**config.mk**
```make
export PLATFORM = sky130hd
export DESIGN_NAME = decompress_row_sequencer
export DESIGN_NICKNAME = d
export VERILOG_FILES = /design/src/rtl/decompress_row_sequencer.sv
export SDC_FILE = /design/constraint.sdc
export NUM_CORES = 1
export LEC_CHECK = 0
export BUFFER_PORTS_ARGS = -buffer_cell sky130_fd_sc_hd__buf_2
export CORE_MARGIN = 4
export CORE_UTILIZATION = 58
export DETAILED_ROUTE_END_ITERATION = 16
export PLACE_DENSITY = 0.94
export RECOVER_POWER = 50
export SLEW_MARGIN = 20
export SYNTH_ARGS = -nofsm -noshare
export SYNTH_HDL_FRONTEND = slang
export SYNTH_SLANG_ARGS = --single-unit
```
**constraint.sdc**
```tcl
create_clock -name clk -period 12 [get_ports clk]
set_clock_uncertainty 0.1 [all_clocks]
set_input_delay 0.6 -clock clk [delete_from_list [all_inputs] [get_ports clk]]
set_output_delay 0.6 -clock clk [all_outputs]
set_load 0.02 [all_outputs]
```
**src/rtl/decompress_row_sequencer.sv**
```systemverilog
// rtl/decompress_row_sequencer.sv - streams compressed rows through one RLE row decompressor
//
// Purpose: for each of numRows rows, read a compressed word from srcBase+i,
// present it to the decompressor, pulse its clear, raise enable, wait for done
// (bounded by TIMEOUT cycles), then write the expanded word to dstBase+i.
//
// Ports:
//   clk, rst                    clock, synchronous active-high reset
//   start, numRows, srcBase,    job request; fields latched when start is
//   dstBase                     seen in IDLE
//   memRead, memAddr, memData   source buffer read (data one cycle after read)
//   decData, decRst, decEnable, decompressor handshake
//   decDone, decOut
//   wrEn, wrAddr, wrData        destination buffer write
//   busy, finished, error       job status (error is sticky until next start)
module decompress_row_sequencer #(
  parameter int ROW_SIZE    = 16,
  parameter int ADDR_WIDTH  = 10,
  parameter int COUNT_WIDTH = 10,
  parameter int TIMEOUT     = 64
) (
  input  logic                   clk,
  input  logic                   rst,
  input  logic                   start,
  input  logic [COUNT_WIDTH-1:0] numRows,
  input  logic [ADDR_WIDTH-1:0]  srcBase,
  input  logic [ADDR_WIDTH-1:0]  dstBase,
  output logic                   memRead,
  output logic [ADDR_WIDTH-1:0]  memAddr,
  input  logic [ROW_SIZE-1:0]    memData,
  output logic [ROW_SIZE-1:0]    decData,
  output logic                   decRst,
  output logic                   decEnable,
  input  logic                   decDone,
  input  logic [ROW_SIZE-1:0]    decOut,
  output logic                   wrEn,
  output logic [ADDR_WIDTH-1:0]  wrAddr,
  output logic [ROW_SIZE-1:0]    wrData,
  output logic                   busy,
  output logic                   finished,
  output logic                   error
);

  localparam int TW = (TIMEOUT > 1) ? $clog2(TIMEOUT) : 1;

  typedef enum logic [2:0] {
    IDLE, FETCH, WAIT_MEM, CLEAR, ARM, WAIT_DONE, WRITE, FINISH
  } state_t;

  state_t                 state_q, state_d;
  logic [COUNT_WIDTH-1:0] num_rows_q, num_rows_d;
  logic [COUNT_WIDTH-1:0] row_idx_q, row_idx_d;
  logic [ADDR_WIDTH-1:0]  src_q, src_d;
  logic [ADDR_WIDTH-1:0]  dst_q, dst_d;
  logic [TW-1:0]          tmo_q, tmo_d;

  logic                   mem_read_q, mem_read_d;
  logic [ADDR_WIDTH-1:0]  mem_addr_q, mem_addr_d;
  logic [ROW_SIZE-1:0]    dec_data_q, dec_data_d;
  logic                   dec_rst_q, dec_rst_d;
  logic                   dec_en_q, dec_en_d;
  logic                   wr_en_q, wr_en_d;
  logic [ADDR_WIDTH-1:0]  wr_addr_q, wr_addr_d;
  logic [ROW_SIZE-1:0]    wr_data_q, wr_data_d;
  logic                   busy_q, busy_d;
  logic                   finished_q, finished_d;
  logic                   error_q, error_d;

  always_comb begin
    state_d    = state_q;
    num_rows_d = num_rows_q;
    row_idx_d  = row_idx_q;
    src_d      = src_q;
    dst_d      = dst_q;
    tmo_d      = tmo_q;
    error_d    = error_q;
    dec_data_d = dec_data_q;
    mem_addr_d = mem_addr_q;
    wr_addr_d  = wr_addr_q;
    wr_data_d  = wr_data_q;

    case (state_q)
      IDLE: begin
        if (start) begin
          num_rows_d = numRows;
          src_d      = srcBase;
          dst_d      = dstBase;
          row_idx_d  = '0;
          error_d    = 1'b0;
          state_d    = (numRows == '0) ? FINISH : FETCH;
        end
      end
      FETCH:    state_d = WAIT_MEM;
      WAIT_MEM: begin
        dec_data_d = memData;
        state_d    = CLEAR;
      end
      CLEAR:    state_d = ARM;
      ARM: begin
        tmo_d   = '0;
        state_d = WAIT_DONE;
      end
      WAIT_DONE: begin
        if (decDone) begin
          state_d = WRITE;
        end else if (tmo_q == TW'(TIMEOUT - 1)) begin
          error_d = 1'b1;
          state_d = IDLE;
        end else begin
          tmo_d = tmo_q + 1'b1;
        end
      end
      WRITE: begin
        if (row_idx_q == num_rows_q - 1'b1) begin
          state_d = FINISH;
        end else begin
          row_idx_d = row_idx_q + 1'b1;
          state_d   = FETCH;
        end
      end
      FINISH:   state_d = IDLE;
      default:  state_d = IDLE;
    endcase

    // Outputs are registered, so they are decoded from the state being entered.
    mem_read_d = (state_d == FETCH);
    dec_rst_d  = (state_d == CLEAR);
    dec_en_d   = (state_d == WAIT_DONE);
    wr_en_d    = (state_d == WRITE);
    finished_d = (state_d == FINISH);
    busy_d     = (state_d != IDLE) && (state_d != FINISH);

    // Address uses the next-cycle base/index so the first row (bases still
    // on the inputs) and subsequent rows (index just incremented) both line up.
    if (state_d == FETCH) begin
      mem_addr_d = src_d + ADDR_WIDTH'(row_idx_d);
    end
    if (state_d == WRITE) begin
      wr_addr_d = dst_q + ADDR_WIDTH'(row_idx_q);
      wr_data_d = decOut;
    end
  end

  always_ff @(posedge clk) begin
    if (rst) begin
      state_q    <= IDLE;
      num_rows_q <= '0;
      row_idx_q  <= '0;
      src_q      <= '0;
      dst_q      <= '0;
      tmo_q      <= '0;
      mem_read_q <= 1'b0;
      mem_addr_q <= '0;
      dec_data_q <= '0;
      dec_rst_q  <= 1'b0;
      dec_en_q   <= 1'b0;
      wr_en_q    <= 1'b0;
      wr_addr_q  <= '0;
      wr_data_q  <= '0;
      busy_q     <= 1'b0;
      finished_q <= 1'b0;
      error_q    <= 1'b0;
    end else begin
      state_q    <= state_d;
      num_rows_q <= num_rows_d;
      row_idx_q  <= row_idx_d;
      src_q      <= src_d;
      dst_q      <= dst_d;
      tmo_q      <= tmo_d;
      mem_read_q <= mem_read_d;
      mem_addr_q <= mem_addr_d;
      dec_data_q <= dec_data_d;
      dec_rst_q  <= dec_rst_d;
      dec_en_q   <= dec_en_d;
      wr_en_q    <= wr_en_d;
      wr_addr_q  <= wr_addr_d;
      wr_data_q  <= wr_data_d;
      busy_q     <= busy_d;
      finished_q <= finished_d;
      error_q    <= error_d;
    end
  end

  assign memRead   = mem_read_q;
  assign memAddr   = mem_addr_q;
  assign decData   = dec_data_q;
  assign decRst    = dec_rst_q;
  assign decEnable = dec_en_q;
  assign wrEn      = wr_en_q;
  assign wrAddr    = wr_addr_q;
  assign wrData    = wr_data_q;
  assign busy      = busy_q;
  assign finished  = finished_q;
  assign error     = error_q;

endmodule
```
; Yosys cells after proc, flatten, opt, wreduce, memory -nomap -nowiden
; Index checks and enable logic that the tools add are counted.
[totals]
ff_bits = 108
inputBits = 66
output_inout_bits = 59
word_cells = 68
[op_classes]
add_sub_neg = 5
eq_ne = 19
muxes = 18
n_reduce_logical = 9
[op_table]
columns = operator, n
row1 = 2-to-1 mux 10 bit, 4
row2 = one-hot mux 3 bit (8 select lines), 1
row3 = "== test 3 bit, second input constant", 7
row4 = adder 10 bit, 2
row5 = one-hot mux 10 bit (2 select lines), 1
row6 = 2-to-1 mux 3 bit, 5
row7 = 2-to-1 mux 6 bit, 2
row8 = one-hot mux 6 bit (2 select lines), 1
row9 = "adder 10 x 1 -> 10 bit, second input constant", 1
row10 = == test 10 bit, 1
row11 = logical NOT 10 bit, 1
row12 = "subtractor 10 x 1 -> 10 bit, second input constant", 1
row13 = "== test 3 x 2 -> 1 bit, second input constant", 3
row14 = "inequality test 2 bit, second input constant", 4
row15 = "adder 6 x 1 -> 6 bit, second input constant", 1
row16 = "== test 3 x 1 -> 1 bit, second input constant", 2
row17 = "== test 6 bit, second input constant", 1
row18 = AND reduction 4 bit, 1
row19 = nonzero test 2 bit, 2
row20 = logical NOT 3 bit, 1
row21 = 2-to-1 mux 1 bit, 3
row22 = "inequality test 3 bit, second input constant", 1
row23 = AND reduction 3 bit, 1
row24 = nonzero test 3 bit, 1
row25 = other kinds (3), 3

; Logic depth before layout (Yosys ltp)
; Gate-level depths: netlist of the first run.
[logic_depth]
word_depth = 6
ltp_mapped = 20
ltp_nobuf = 20

; Worst setup path after synthesis of the first run
; OpenSTA, ideal clock, no wires.
[synth_path]
path_kind = flip-flop to flip-flop
from = reg num_rows_q[0]
to = reg mem_addr_q[9] (netlist: memAddr[9])
setup_time_ns = 0.079
arrival_ns = 4.073
required_time_ns = 11.821
path_slack_ns = 7.748
stages_incl_launch_ff = 21
path_buffers = 0
period_less_slack_ns = 4.252
path_cell_list = dfxtp_1 > inv_1 > ha_1 > or4b_4 > nor3_1 > o22ai_1 > nor4_2 > nand2_2 > and2_4 > a31o_1 > a31oi_1 > ha_1 > nand3_1 > o211ai_1 > o21a_1 > o21ai_0 > nand2b_1 > a21o_1 > a21oi_1 > xnor3_1 > a211oi_2
[synth_via]
elab_chain_len = 5
word_cells_on_any_way = 8
cone_classes = add/sub (2) / eq/ne (2) / mux (4)
[synth_lines]
columns = element, line
row1 = from (decl), 51  ; logic [COUNT_WIDTH-1:0] num_rows_q, num_rows_d;
row2 = from (signal assigned), 165  ; num_rows_q <= num_rows_d;
row3 = subtractor 10 x 1 -> 10 bit, 114  ; if (row_idx_q == num_rows_q - 1'b1) begin
row4 = == test 10 bit, 114
row5 = 2-to-1 mux 10 bit, 114
row6 = one-hot mux 10 bit (2 select lines), 82  ; case (state_q)
row7 = via row_idx_d[4], 52  ; logic [COUNT_WIDTH-1:0] row_idx_q, row_idx_d;
row8 = adder 10 bit, 136  ; mem_addr_d = src_d + ADDR_WIDTH'(row_idx_d);
row9 = to (signal assigned), 171  ; mem_addr_q <= mem_addr_d;
row10 = to (decl), 58  ; logic [ADDR_WIDTH-1:0] mem_addr_q, mem_addr_d;
; The timed path passes the listed nets, and every way through them passes these cells.
; A chain may end at the register's enable or synchronous reset.

; Worst setup path after layout of the first run
; Ends and elaborated chain as after synthesis.

==> results of run 1 <==
## critical path: stages (launching register included)
cell	delay, ns
dfxtp_1	0.37
inv_1	0.11
ha_1	0.24
or4b_4	0.52
nor3_1	0.30
o22ai_1	0.15
nor4_2	0.32
nand2_2	0.20
and2_4	0.22
a31o_1	0.21
a31oi_1	0.21
ha_1	0.32
nand3_1	0.10
o211ai_1	0.11
o21a_1	0.20
o21ai_0	0.14
nand2b_1	0.10
a21o_1	0.19
a21oi_1	0.19
xnor3_1	0.27
a211oi_2	0.24
## metrics by stage
stage | area [um^2] | hold WS [ns] | cells | setup WS (ns)
CTS | 6020 | 0.341 | 859 | 7.18
finish | 5950 | 0.341 | 860 | 7.11
global placement | 5820 | 0.338 | 843 | 7.53
floorplan | 5170 | 0.340 | 643 | 7.75
detailed placement | 5820 | 0.346 | 843 | 7.25
global route | 5950 | 0.332 | 859 | 6.89
## flip-flops by register name, summed over array words and instances, names as in the netlist, 3 cells and up
signal	count
decData	16
dst_q	10
memAddr	10
num_rows_q	10
row_idx_q	10
src_q	10
state_q	3
tmo_q	6
wrAddr	10
wrData	16
## power breakdown
part / leakage, uW / total (uW) / internal, uW / switching (uW)
Sequential: 0.000877 / 398 / 380 / 17.5
Clock: 0.000106 / 232 / 100 / 132
Combinational: 0.00154 / 171 / 65.8 / 106
Total: 0.00253 / 801 / 546 / 256
## area by class of cell
type / instances / area [um^2]
Clock inverter: 7 / 81.3
Timing Repair Buffer: 126 / 562
Sequential cell: 108 / 2160
Fill cell: 722 / 2770
Inverter: 11 / 41.3
Antenna cell: 1 / 2.50
Multi-Input combinational cell: 490 / 2840
Clock buffer: 9 / 124
Tap cell: 108 / 135
## cells in the final DEF (no fill, tap or decap), types with 5 or more instances in the layout
master    instances
a21o_1            6
a21oi_1          87
and3_1            8
buf_2            65
clkbuf_1         59
clkbuf_8          9
dfxtp_1         108
ha_1             21
inv_1            11
mux2i_1          11
nand2_1         158
nand2b_1          8
nand3_1           8
nand4_1           8
nor2_1           43
nor2b_1          17
nor3_1           10
nor4_1            5
o21ai_0           8
xnor2_1           9
xor2_1           17
## worst paths after layout
path / from / endpoint / slack, ns / cells past startpoint
min: decOut[10] / wrData[10]$_SDFFE_PP0P_ / 0.34 / 3
min reg2reg: wrData[1]$_SDFFE_PP0P_ / wrData[1]$_SDFFE_PP0P_ / 0.36 / 2
max reg2reg: num_rows_q[0]$_SDFFE_PP0P_ / memAddr[9]$_SDFFE_PP0P_ / 7.11 / 20
max: num_rows_q[0]$_SDFFE_PP0P_ / memAddr[9]$_SDFFE_PP0P_ / 7.11 / 20
## metal layers
layer,share of wire,track usage
met5,0,0
met4,0.018,0.0827
met3,0.063,0.0471
met2,0.51,0.434
met1,0.41,0.299
## logic make-up (layout without fill, tap and decap cells)
logic type / Yosys count / count (layout)
AOI/OAI and AO/OA: 142 / 142
xor gates and xnor gates: 27 / 27
adders and majority gates: 23 / 23
buffers and inverters: 45 / 153
DFF: 108 / 108
muxes: 13 / 13
other: 0 / 1
and+or+nand+nor: 285 / 285
==> metrics.yaml, run 1 <==
cts_buffers: 9
power_density_nw_per_um2: 135
netlist_top_cells_area: "dfxtp_1, nand2_1, a21oi_1, ha_1, nor2_1"
fin_crit_ns: 4.89
max_freq_mhz: 205
setup_viol: 0
place_hpwl_mm: 9.45
synth_edf_count: 0
grt_max_degree: 105
synth-simple-area-share: 0.251
drt_iter0_drc: 320
initial_core_util: 0.593
critical_path_class: "reg2reg"
via_per_inst: 5.55
rows: 34
antenna_found_initial: 0
totalWireLength_mm: 13.0
crit_arrival_ns: 5.08
max-vdd-ir-drop_mv: 0.0834
die_area_um2: 10500
tritoncts: "yes"
gp_congestion: 0.904
cts_resized: 0
drt-pass1-iter-count: 4
port_buffers: 124
cap_violations: 0
grt_pass1_wl_mm: 20.5
syn_to_final_growth_pct: 15.0
total_leakage_power_uw: 0.00253
core_area_um2: 8720
synth_area_per_cell_um2: 8.05
wl_per_cell_um: 15.1
io_pins: 125
outcome: "completed"
grt_usage: 0.246
clock-root-buffer: "clkbuf_8"
finalSetupTns_ns: 0
synthArstFlopShare: 0
htreeDepth: 3
ys_warn_count: 0
synth.mux.area_fraction: 0.0278
power_uw: 801
yosysTopAreaCell: "dfxtp_1"
path_max_fanout: 8
gr-total-overflow: 0
fin_nets: 835
synth_cells: 643
final_util: 0.682
finalCritPeriodShare: 0.407
cts_setup_buffers: 0
relSlewSlack: 0.218
synth_fp_nets: 732
cts.sinks: 108
startpoint_type: "flip-flop"
via_count: 4769
die_y_um: 102
yosys_register_bits: 108
clkLatencyLatePin_ns: 0.38
clk_pin_slew_worst_paths_ns: 0.11
synth-compound-area-share: 0.162
yosysSeqAreaShare: 0.418
clk_path_buf_depth: 2
yosys.area.top_type_share: 0.418
cts_hold_buffers: 0
synth.most_common_cell: "nand2_1"
postRouteAntennaNets: 0
synth_top_family_by_area: "simple AND/OR/NAND/NOR gates"
worstMarginPinSlew_ns: 1.17
drc: 0
ys_top_cells_by_count: "nand2_1, dfxtp_1, a21oi_1, nor2_1, clkbuf_1"
ys.flop_type: "dfxtp_1"
drv_slew: 0
first_global_vias: 4445
die_w_um: 102
finalHoldViolCount: 0
drive_gt1_frac: 0.124
synth_xor_area_frac: 0.0484
min_path_type: "in2reg"
netlist_area_um2: 5170
synth.distinct_cells: 60
endpoint_kind: "flip-flop"
yosys.area_share.adder: 0.0585
critPathRequiredTime_ns: 12.19
rsz0062_at_grt: "no"
(Power assumes the default switching activity.)
==> run 2, diff against run 1 <==
CORE_UTILIZATION = 48   (was 58)
PLACE_DENSITY = 0.84   (was 0.94)
clock period = 4.4 ns   (was 12 ns; I/O delays follow)
==> run 2 against run 1 <==
Setup slack got worse by 7.0 ns; final cell count rose by 12%; combinational power rose to 3.3 times the previous value; clock power grew to 2.5 times the previous value; sequential share of layout area fell by 4.3 points; total power grew to 2.8 times the previous value; first-iteration DRC count is 50% higher; die area up 19%; maximum frequency is 14% higher; non-clock buffer count is 76 higher; highest routed layer unchanged.
==> metrics.yaml, run 2 (synthesis results as in run 1) <==
outcome: "completed"
rrSetupSlack_ns: 0.11  # -7.00 ns
r2r_end: "memAddr[9]$_SDFFE_PP0P_"
postRouteAntennaNets: 0  # unchanged
final_cell_mix: "nand2_1, dfxtp_1, a21oi_1"
min_path_cells: 3  # unchanged
tritoncts: "yes"
setup_viol: 0  # unchanged
rows: 37  # +8.8%
final_common_cell: "nand2_1"
total_leakage_power_uw: 0.00285  # +13%
antenna_found_initial: 0  # unchanged
relSlewSlack: 0.280  # +0.0619
num_antenna_cells: 0  # -1
cts.sinks: 108  # unchanged
cts_buffers: 9  # unchanged
core_area_um2: 10400  # +19%
drive_gt1_frac: 0.160  # +0.0358
die_area_um2: 12500  # +19%
grt_pass1_wl_mm: 23.9  # +17%
finalHoldViolCount: 0  # unchanged
io_pins: 125  # unchanged
first_global_vias: 5065  # +14%
gr-total-overflow: 0  # unchanged
finalCritPeriodShare: 0.975  # +0.568
cap_violations: 0  # unchanged
drc: 0  # unchanged
holdPathEnd: "src_q[8]$_SDFF_PP0_"
finalSetupTns_ns: 0  # unchanged
critPathRequiredTime_ns: 4.59  # -7.60 ns
die_w_um: 112  # +9.2%
drv_slew: 0  # unchanged
htreeDepth: 3  # unchanged
grt_usage: 0.231  # -0.0148
wl_per_cell_um: 15.6  # +3.6%
startpoint_type: "flip-flop"
rr_startpoint: "num_rows_q[0]$_SDFFE_PP0P_"
power_density_nw_per_um2: 330  # +140%
crit_arrival_ns: 4.48  # -0.60 ns
worstRegToRegCells: 20  # unchanged
initial_core_util: 0.497  # -0.0966
die_y_um: 112  # +9.2%
via_per_inst: 5.42  # -2.2%
endpoint_kind: "flip-flop"
drt-pass1-iter-count: 6  # +2
place_hpwl_mm: 9.10  # -3.8%
fin_nets: 911  # +9.1%
min_path_type: "in2reg"
holdWs_ns: 0.0179  # -0.324 ns
port_buffers: 124  # unchanged
drt_iter0_drc: 481  # +50%
clk_path_buf_depth: 2  # unchanged
syn_to_final_growth_pct: 30.9
max_freq_mhz: 233  # +14%
clk_pin_slew_worst_paths_ns: 0.10  # about the same
max-vdd-ir-drop_mv: 0.209  # +150%
fin_ws_ns: 0.108  # -7.00 ns
gp_congestion: 0.932  # +3.2%
hp-start: "srcBase[8]"
totalWireLength_mm: 15.0  # +16%
critical_path_class: "reg2reg"
fin_crit_ns: 4.29  # -0.597 ns
grt_max_degree: 105  # unchanged
worstMarginPinSlew_ns: 1.08  # -0.0885 ns
clock-root-buffer: "clkbuf_8"
pre_cts_slack_ns: -0.0245  # -7.27 ns
via_count: 5224  # +9.5%
clkLatencyLatePin_ns: 0.38  # about the same
path_max_fanout: 7  # -1
==> run 2: changes by cell type in the layout (fill, tap and decap cells not counted), sizes merged <==
cell         before  now
inv              14   13
dlygate4sd3       0   56
diode             1    0
clkinvlp          0    1
buf              67   86
clkbuf           68   70
bufinv            1    0
==> run 2: routing by layer <==
layer,share of wire,track usage,up-vias
li1,-,-,2553
met1,0.40,0.271,2407
met3,0.062,0.0402,56
met4,0.041,0.114,0
met2,0.50,0.405,208
met5,0,0,-
==> run 2: metrics by stage <==
step,cells,total power [uW],cell area (um^2),util
after floorplan,643,1440,5170,-
after global placement,883,1580,5950,0.571
after detailed placement,883,1590,5950,0.571
after CTS,957,2200,6720,0.645
after global routing,963,2340,6770,0.650
final,963,2230,6770,0.650
==> run 2: layout make-up <==
class | count | area (um^2)
clock inverter | 6 | 47.5
timing repair buffer | 202 | 1270
multi-input combinational | 490 | 2940
tap | 136 | 170
sequential | 108 | 2170
fill | 877 | 3650
inverter | 11 | 41.3
clock buffer | 10 | 138
==> run 2: what timing repair did <==
item | 4_1_cts | 5_1_grt
endpoints found under the setup margin | 1 | 3
endpoints found under the hold margin | 56 | 0
pin swaps | 4 | 11
gates cloned | 0 | 0
buffers inserted | 2 | 6
gates resized for setup | 4 | 21
hold buffers | 56 | 0
==> run 2: power breakdown <==
group	leakage (uW)	internal (uW)	switching (uW)
logic	0.00188	238	329
registers	0.000878	1040	45.5
clock network	0.0000933	227	355
total	0.00285	1500	729
==> run 2: worst max-delay path, cell delays in order, from the launching register on <==
cell and delay, ns:
dfxtp_4 0.37, inv_2 0.06, ha_1 0.15, or4b_4 0.54
o31ai_4 0.21, a21oi_1 0.11, a31oi_1 0.25, nand2_2 0.09
buf_4 0.18, o21ai_2 0.14, a22o_1 0.19, ha_1 0.26
a21oi_2 0.17, o211ai_1 0.14, o21a_1 0.23, o21ai_1 0.13
nand2b_1 0.09, a21o_1 0.20, a21oi_2 0.15, xnor3_1 0.24
a211oi_2 0.21
==> run 2: worst max path at each step <==
stage / to / slack, ns / from / cells after the start
CTS: memAddr[8]$_SDFFE_PP0P_ / 0.03 / num_rows_q[0]$_SDFFE_PP0P_ / 19
floorplan: memAddr[9]$_SDFFE_PP0P_ / 0.15 / num_rows_q[0]$_SDFFE_PP0P_ / 20
global placement: memAddr[9]$_SDFFE_PP0P_ / 0.15 / num_rows_q[0]$_SDFFE_PP0P_ / 20
finish: memAddr[9]$_SDFFE_PP0P_ / 0.11 / num_rows_q[0]$_SDFFE_PP0P_ / 20
global route: memAddr[9]$_SDFFE_PP0P_ / -0.17 / num_rows_q[0]$_SDFFE_PP0P_ / 21
detailed placement: memAddr[9]$_SDFFE_PP0P_ / -0.02 / num_rows_q[0]$_SDFFE_PP0P_ / 20
